File: src/rtl/h264unbuffer_inter.sv
// Decoder-side coefficient buffer: collects sparse CAVLC levels into one of two
// ping-pong 4x4 banks and streams each completed block out in zigzag order.
module h264unbuffer_inter #(
  parameter int unsigned DW    = 12,
  parameter int unsigned NBANK = 2
) (
  input  logic          CLK,
  input  logic          RESETN,
  input  logic          NEWSLICE,
  input  logic          VALIDI,
  input  logic [DW-1:0] ZIN,
  input  logic [3:0]    ZPOS,
  input  logic [1:0]    BTYPE,
  input  logic          BEND,
  output logic          READYI,
  output logic [DW-1:0] VOUT,
  output logic          VALIDO,
  output logic          OFIRST,
  output logic [1:0]    OTYPE,
  output logic [4:0]    OTOTAL,
  input  logic          READYO,
  output logic          DONE,
  output logic          ERR
);

  typedef enum logic [0:0] {StIdle, StEmit} state_e;

  logic [DW-1:0] data_q [NBANK][16];
  logic [15:0]   mask_q [NBANK];
  logic [1:0]    type_q [NBANK];
  logic [4:0]    cnt_q  [NBANK];
  logic [NBANK-1:0] full_q;
  logic          wbank_q, rbank_q, nbank, wbusy_q, err_q;

  state_e        state_q, state_d;
  logic [3:0]    idx_q, idx_d, last_q, last_d;
  logic [DW-1:0] vout_q, vout_d;
  logic          valido_q, valido_d, ofirst_q, ofirst_d;
  logic [1:0]    otype_q, otype_d;
  logic [4:0]    ototal_q, ototal_d;

  logic          wr_acc, wr_en, pos_bad, bend_acc, old_nz, err_set, out_ld, drain;
  logic [4:0]    cnt_wr;
  logic [1:0]    rtype;

  function automatic logic [3:0] first_idx(input logic [1:0] t);
    return (t == 2'd2) ? 4'd1 : 4'd0;
  endfunction

  function automatic logic [3:0] last_idx(input logic [1:0] t);
    return (t == 2'd1) ? 4'd3 : 4'd15;
  endfunction

  assign nbank    = ~rbank_q;
  assign READYI   = ~full_q[wbank_q];
  assign wr_acc   = VALIDI && READYI;
  assign pos_bad  = ((BTYPE == 2'd1) && (ZPOS > 4'd3)) || ((BTYPE == 2'd2) && (ZPOS == 4'd0));
  assign wr_en    = wr_acc && !pos_bad;
  assign bend_acc = BEND && READYI;
  // A rewrite retracts the old value's contribution before adding the new one.
  assign old_nz   = mask_q[wbank_q][ZPOS] && (data_q[wbank_q][ZPOS] != '0);
  assign cnt_wr   = cnt_q[wbank_q] - {4'd0, old_nz} + {4'd0, (ZIN != '0)};
  assign err_set  = (wr_acc && pos_bad) || (bend_acc && (BTYPE == 2'd3)) ||
                    ((VALIDI || BEND) && !READYI);
  assign rtype    = type_q[rbank_q];
  assign out_ld   = !valido_q || READYO;

  always_comb begin
    state_d  = state_q;
    idx_d    = idx_q;
    last_d   = last_q;
    vout_d   = vout_q;
    valido_d = valido_q;
    ofirst_d = ofirst_q;
    otype_d  = otype_q;
    ototal_d = ototal_q;
    drain    = 1'b0;
    unique case (state_q)
      StIdle: begin
        if (valido_q && READYO) valido_d = 1'b0;
        if (full_q[rbank_q]) begin
          state_d = StEmit;
          idx_d   = first_idx(rtype);
          last_d  = last_idx(rtype);
        end
      end
      StEmit: begin
        if (out_ld) begin
          valido_d = 1'b1;
          vout_d   = mask_q[rbank_q][idx_q] ? data_q[rbank_q][idx_q] : '0;
          ofirst_d = (idx_q == first_idx(rtype));
          otype_d  = rtype;
          ototal_d = cnt_q[rbank_q];
          idx_d    = idx_q + 4'd1;
          if (idx_q == last_q) begin
            drain = 1'b1;
            // Chain straight into the other bank when it is already waiting.
            if (full_q[nbank]) begin
              idx_d  = first_idx(type_q[nbank]);
              last_d = last_idx(type_q[nbank]);
            end else begin
              state_d = StIdle;
            end
          end
        end
      end
      default: state_d = StIdle;
    endcase
  end

  always_ff @(posedge CLK) begin
    if (wr_en) data_q[wbank_q][ZPOS] <= ZIN;
  end

  always_ff @(posedge CLK) begin
    if (!RESETN || NEWSLICE) begin
      state_q  <= StIdle;
      idx_q    <= '0;
      last_q   <= '0;
      vout_q   <= '0;
      valido_q <= 1'b0;
      ofirst_q <= 1'b0;
      otype_q  <= '0;
      ototal_q <= '0;
      full_q   <= '0;
      wbank_q  <= 1'b0;
      rbank_q  <= 1'b0;
      wbusy_q  <= 1'b0;
      err_q    <= 1'b0;
      for (int unsigned b = 0; b < NBANK; b++) begin
        mask_q[b] <= '0;
        type_q[b] <= '0;
        cnt_q[b]  <= '0;
      end
    end else begin
      state_q  <= state_d;
      idx_q    <= idx_d;
      last_q   <= last_d;
      vout_q   <= vout_d;
      valido_q <= valido_d;
      ofirst_q <= ofirst_d;
      otype_q  <= otype_d;
      ototal_q <= ototal_d;
      err_q    <= err_q | err_set;
      if (drain) begin
        full_q[rbank_q] <= 1'b0;
        mask_q[rbank_q] <= '0;
        cnt_q[rbank_q]  <= '0;
        rbank_q         <= nbank;
      end
      if (wr_en) begin
        mask_q[wbank_q][ZPOS] <= 1'b1;
        cnt_q[wbank_q]        <= cnt_wr;
      end
      if (wr_acc) wbusy_q <= 1'b1;
      if (bend_acc) begin
        full_q[wbank_q] <= 1'b1;
        type_q[wbank_q] <= (BTYPE == 2'd3) ? 2'd0 : BTYPE;
        wbank_q         <= ~wbank_q;
        wbusy_q         <= 1'b0;
      end
    end
  end

  assign VOUT   = vout_q;
  assign VALIDO = valido_q;
  assign OFIRST = ofirst_q;
  assign OTYPE  = otype_q;
  assign OTOTAL = ototal_q;
  assign ERR    = err_q;
  assign DONE   = ~|full_q && !valido_q && !wbusy_q;

endmodule

File: config.mk
export PLATFORM = sky130hd
export DESIGN_NAME = h264unbuffer_inter
export DESIGN_NICKNAME = d
export VERILOG_FILES = /design/src/rtl/h264unbuffer_inter.sv
export SDC_FILE = /design/constraint.sdc
export NUM_CORES = 1
export LEC_CHECK = 0
export ABC_AREA = 1
export BUFFER_PORTS_ARGS = -buffer_cell sky130_fd_sc_hd__buf_2
export CORE_AREA = 3 3 235 237
export CTS_CLUSTER_SIZE = 10
export DETAILED_ROUTE_END_ITERATION = 8
export DIE_AREA = 0 0 238 240
export GPL_ROUTABILITY_DRIVEN = 0
export MAX_ROUTING_LAYER = met4
export PLACE_DENSITY = 0.6
export SYNTH_ARGS = -nofsm -noshare
export SYNTH_HDL_FRONTEND = slang
export SYNTH_SLANG_ARGS = --single-unit
File: constraint.sdc
create_clock -name CLK -period 4.2 [get_ports CLK]
set_input_delay 0.84 -clock CLK [delete_from_list [all_inputs] [get_ports CLK]]
set_output_delay 0.84 -clock CLK [all_outputs]
set_load 0.1 [all_outputs]
---- After elaboration in Yosys (flattened, before gate mapping) ----
Memories as Yosys holds them, arrays and structs flattened. A register that Yosys moved wholly into a read port is not among the register bits.
Index checks and enable logic that the tools add are counted.
storage, ports and cells
  register bits after elaboration ......... 31
  bits in writable memories ............... 430
  input bits .............................. 24
  output and inout bits ................... 24
  logic and storage cells ................. 190
  memories kept ........................... 4
cells by class
  add/subtract/negate cells ............... 3
  order comparisons ....................... 12
  equality and inequality tests ........... 14
  multiplexer cells ....................... 94
  bitwise operators ....................... 10
  reductions and logical operators ........ 41
memories
  memory  depth  bits a word  read ports  clocked after Yosys merged registers in  wr ports  RTL line  RTL
  data_q  2      192          2           2                                        1         28        logic [DW-1:0] data_q [NBANK][16];
  mask_q  2      16           2           2                                        2         29        logic [15:0] mask_q [NBANK];
  cnt_q   2      5            2           2                                        2         31        logic [4:0] cnt_q [NBANK];
  type_q  2      2            2           1                                        2         30        logic [1:0] type_q [NBANK];
operator list
  cell                  number
  $mux W192             1
  $bmux W12 S4          2
  $mux W12              6
  $mux W16              4
  $mux W1               54
  $demux W12 S4         1
  $mux W4               10
  $reduce_or A16 Y1     2
  $reduce_bool A12 Y1   2
  $logic_and A1 B1 Y1   16
  $pmux W4 S2           2
  $ge A5 B5 Y1 const B  2
  $lt A4 B5 Y1 const B  2
  $mux W2               5
  $mux W5               2
  $not A4 Y5            2
  $reduce_or A5 Y1      2
  $bmux W1 S4           2
  $eq A2 B2 Y1 const B  4
  $eq A2 B1 Y1 const B  3
  $logic_or A1 B1 Y1    6
  $lt A1 B2 Y1 const B  3
  $ne A2 B1 Y1 const B  3
  $reduce_and A2 Y1     3
  other kinds (22)      35

---- Longest topological paths before layout ----
  depth after elaboration ................. 10
  depth in mapped cells ................... 23
  mapped depth without buffers ............ 20

---- Worst setup path before layout ----
Ideal clock, no wire load.
  path type ............................... register -> output
  from .................................... register valido_q, in the netlist VALIDO
  to ...................................... output port DONE
  arrival ................................. 3687 ps
  required time ........................... 3360 ps
  path slack .............................. -327 ps
  stages on the path, launching flop included .. 2
  buffers on the path ..................... 0
  cells stage by stage .................... dfxtp_1 -> nor4_1
on the way
  longest elaborated chain between the ends .. 3
RTL lines
  what                               RTL line  RTL
  from (decl)                        38        logic valido_q, valido_d, ofirst_q, ofirst_d;
  from (signal assigned)             140       valido_q <= valido_d;
  $logic_not A1 Y1                   171       assign DONE = ~|full_q && !valido_q && !wbusy_q;
  $logic_and A1 B1 Y1 (2 in series)  171
  to (decl)                          22        output logic DONE,
No other way between the ends.

==> flow_summary.ini <==
[clocking]
cts_sinks = 466
htree_levels = 2
clk_pin_slew_ns = 0.06
cts_tree = built
clock-root-buffer = clkbuf_16
cts_buffers = 54
clk_latency_ns = 0.62
clk_path_buf_depth = 3

[synth]
synth_area_leaders = edfxtp_1 50%, nand2_1 12%, nand3_1 6.2%, inv_1 5.7%, dfxtp_1 5.7%
synth_top_family_by_area = simple AND/OR/NAND/NOR gates
yosys_warnings = 0
syn_avg_cell_area_um2 = 8.55
synth.area.mux_share_pct = 0.125
yosys.area.top_type_share_pct = 49.9
synth.distinct_cells = 37
seq_area_frac_synth_pct = 55.6
synth_nets = 2830
synth_cells = 2799
synthAdderAreaFrac_pct = 0.397
yosysMostFrequentCell = nand2_1
synth_xor_xnor_area_share_pct = 0.220
syn_area_um2 = 23900
synth-seq-cells = 466
async_flop_share_pct = 0
ys_top_cells_by_count = 738 x nand2_1, 398 x edfxtp_1, 366 x inv_1
synth-compound-area-share_pct = 11.5
synth_flop_cell = edfxtp_1
synthSimpleGateAreaFrac_pct = 22.4
synth_top_area_cell = edfxtp_1
synth_enable_flop_cells = 398

[setup_path]
cp-end-kind = register
r2r-end = cnt_q[0][4]
path_delay_family = simple AND/OR/NAND/NOR gates
worstPathCellList = buf_12 > inv_4 > buf_16 > nand2_1 > nand3_1 > nand2_1 > nor2_1 > nand2_1 > nor2_1 > nand3_1 > nand2_1 > nand2_1 > nor2_1 > buf_4 > nor2_1 > ha_1 > inv_1 > ha_1 > inv_1 > fa_1 > o21ai_0 > xor2_1 > nor2_1
startpoint_type = register
cp_max_fo = 23
cp_data_arrival_time_ns = 4.36
critPathBufInv = 6
crit_type = reg -> reg
r2r_slack_ns = 0.21
ff2ff_path_depth = 23
cpPeakStageDelay_ns = 0.43
cp.required_ns = 4.57
slowest_stage = fa_1

[detailed_routing]
ant_nets = 0
vias = 20000
totalWireLength_um = 74700
drc = 0
wire_per_inst_um = 20.8
firstDrtPassIters = 7
first_iter_violations = 2079
via_per_inst = 5.58

[floorplanning]
start_util_pct = 44.7
num_rows = 85
coreArea_um2 = 53500
fp.dieArea_um2 = 57100
io_pins = 48
die_h_um = 240
die_x_um = 238

[grt]
use_met3_pct = 3.88
grt_pass1_wl_um = 113000
antenna_found_initial = 1
gr-usage-met1_pct = 34.1
grt_overflow = 0
busiest_layer = met2
grt_use_total_pct = 26.7
grt_use_met2_pct = 42.7
grt_pass1_vias = 19100
grt_max_degree = 201

[hold_path]
hold_end = VOUT[2]
min_from = VOUT[2]
hold_path.class = reg -> reg
hold_depth = 2

[pwr]
p_int_uw = 7710
ir_drop_mv = 0.307
pwr-share-comb_pct = 9.0
seqPwrFrac_pct = 49.7
total_leakage_power_uw = 0.0108
p_clk_share_pct = 41.3
swShare_pct = 24.6
p_per_area_nw_per_um2 = 380
p_sw_uw = 2510

[placed_design]
detailed_place_hpwl_um = 47000
portBuffers = 47

[cells_and_area]
fillers = 5028
fin_util_pct = 50.3
nets = 2885
drive_gt1_share_pct = 10.3
syn_to_final_growth_pct = 12.4

[sta]
setup_viol = 0
fin_crit_ns = 3.99
rsz0062_at_grt = false
hold_viol_final = 0
tns_ns = 0
fmax_ghz = 0.251
period_share_pct = 95.0
fin_skew_ns = 0.0205
fin_hold_ws_ns = 0.464
slew_violations = 0
slew-limit-headroom_pct = 15.6
tightest_slew_ns = 1.26

[status]
status = finished clean

[flow_run]
max_cap_violations = 0
==> through the flow <==
stage	power (µW)	instance area (µm²)	setup WS [ns]	std cells
floorplan	5700	23900	0.689	2799
global placement	6070	25300	-0.0971	3489
detailed placement	6070	25300	-0.105	3489
CTS	10300	26800	0.120	3579
global route	10600	26900	0.0270	3585
finish	10200	26900	0.211	3585
==> worst reg2reg max path: cells and delay by family (launching register included) <==
family / cells / cell delay (ns)
xor gates and xnor gates: 1 / 0.21
DFF: 1 / 0.38
buffers and inverters: 6 / 0.78
adders and majority gates: 3 / 0.86
and+or+nand+nor: 12 / 1.28
AOI/OAI and AO/OA: 1 / 0.24
==> area by class of cell <==
| type | instances | area, µm² | area share [%] |
|---|---|---|---|
| multi-input combinational | 1783 | 8340 | 31.0 |
| antenna | 1 | 2.50 | 0.00930 |
| clock inverter | 5 | 41.3 | 0.153 |
| inverter | 376 | 1410 | 5.26 |
| clock buffer | 85 | 1480 | 5.49 |
| tap | 696 | 871 | 3.24 |
| timing repair buffer | 173 | 1430 | 5.32 |
| sequential | 466 | 13300 | 49.5 |
==> kinds of logic (layout without fill, tap and decap cells) <==
group,after synthesis,after routing
AOI/OAI and AO/OA,478,478
muxes,3,3
xor gates and xnor gates,6,6
adders and majority gates,7,7
other,0,1
buffers and inverters,550,639
DFF,466,466
and+or+nand+nor,1289,1289
==> timing repair <==
action | 4_1_cts | 5_1_grt
hold buffers | 0 | 0
setup endpoints to repair | 0 | 4
resized for setup | 0 | 3
buffers inserted | 0 | 3
==> state kept, by name, indices dropped and copies added (netlist names), named ones only <==
name / flops
ERR: 1
OFIRST: 1
OTOTAL: 5
OTYPE: 2
VALIDO: 1
VOUT: 12
cnt_q: 10
data_q: 384
full_q: 2
idx_q: 4
last_q: 2
mask_q: 32
rbank_q: 1
state_q: 1
type_q: 4
wbank_q: 1
wbusy_q: 1
==> layer usage <==
| layer | wire length (µm) | vias up |
|---|---|---|
| met1 | 30600 | 9544 |
| met5 | 0 | - |
| met3 | 5930 | 201 |
| li1 | - | 9399 |
| met4 | 3390 | 0 |
| met2 | 34700 | 866 |
==> power by group through the flow <==
| stage | clock (µW) | combinational [µW] | sequential [µW] |
|---|---|---|---|
| CTS | 4290 | 890 | 5090 |
| finish | 4220 | 916 | 5090 |
| floorplan | 0 | 524 | 5180 |
| global placement | 0 | 882 | 5180 |
| detailed placement | 0 | 887 | 5180 |
| global route | 4490 | 995 | 5090 |
==> cells in the final DEF (no fill, tap or decap), types with 27 or more instances in the layout <==
| cell type | instances |
|---|---|
| a21oi_1 | 145 |
| buf_2 | 47 |
| buf_4 | 108 |
| clkbuf_1 | 30 |
| clkbuf_16 | 56 |
| dfxtp_1 | 64 |
| edfxtp_1 | 398 |
| inv_1 | 364 |
| nand2_1 | 738 |
| nand3_1 | 294 |
| nor2_1 | 189 |
| o211ai_1 | 121 |
| o21ai_0 | 149 |
| o21ai_1 | 27 |
| or2_2 | 35 |
==> worst max-delay path by stage <==
stage	startpoint	endpoint	slack (ns)	cells after the start
2_1_floorplan	ZPOS[1]	cnt_q[1][4]	0.69	21
3_3_place_gp	ZPOS[1]	cnt_q[1][4]	-0.1	23
3_5_place_dp	ZPOS[1]	cnt_q[1][4]	-0.10	23
4_1_cts	register	cnt_q[1][4]	0.12	22
5_1_grt	register	cnt_q[0][4]	0.03	23
6_report	register	cnt_q[0][4]	0.21	23
Note: power is estimated with default switching activity, not from simulation.
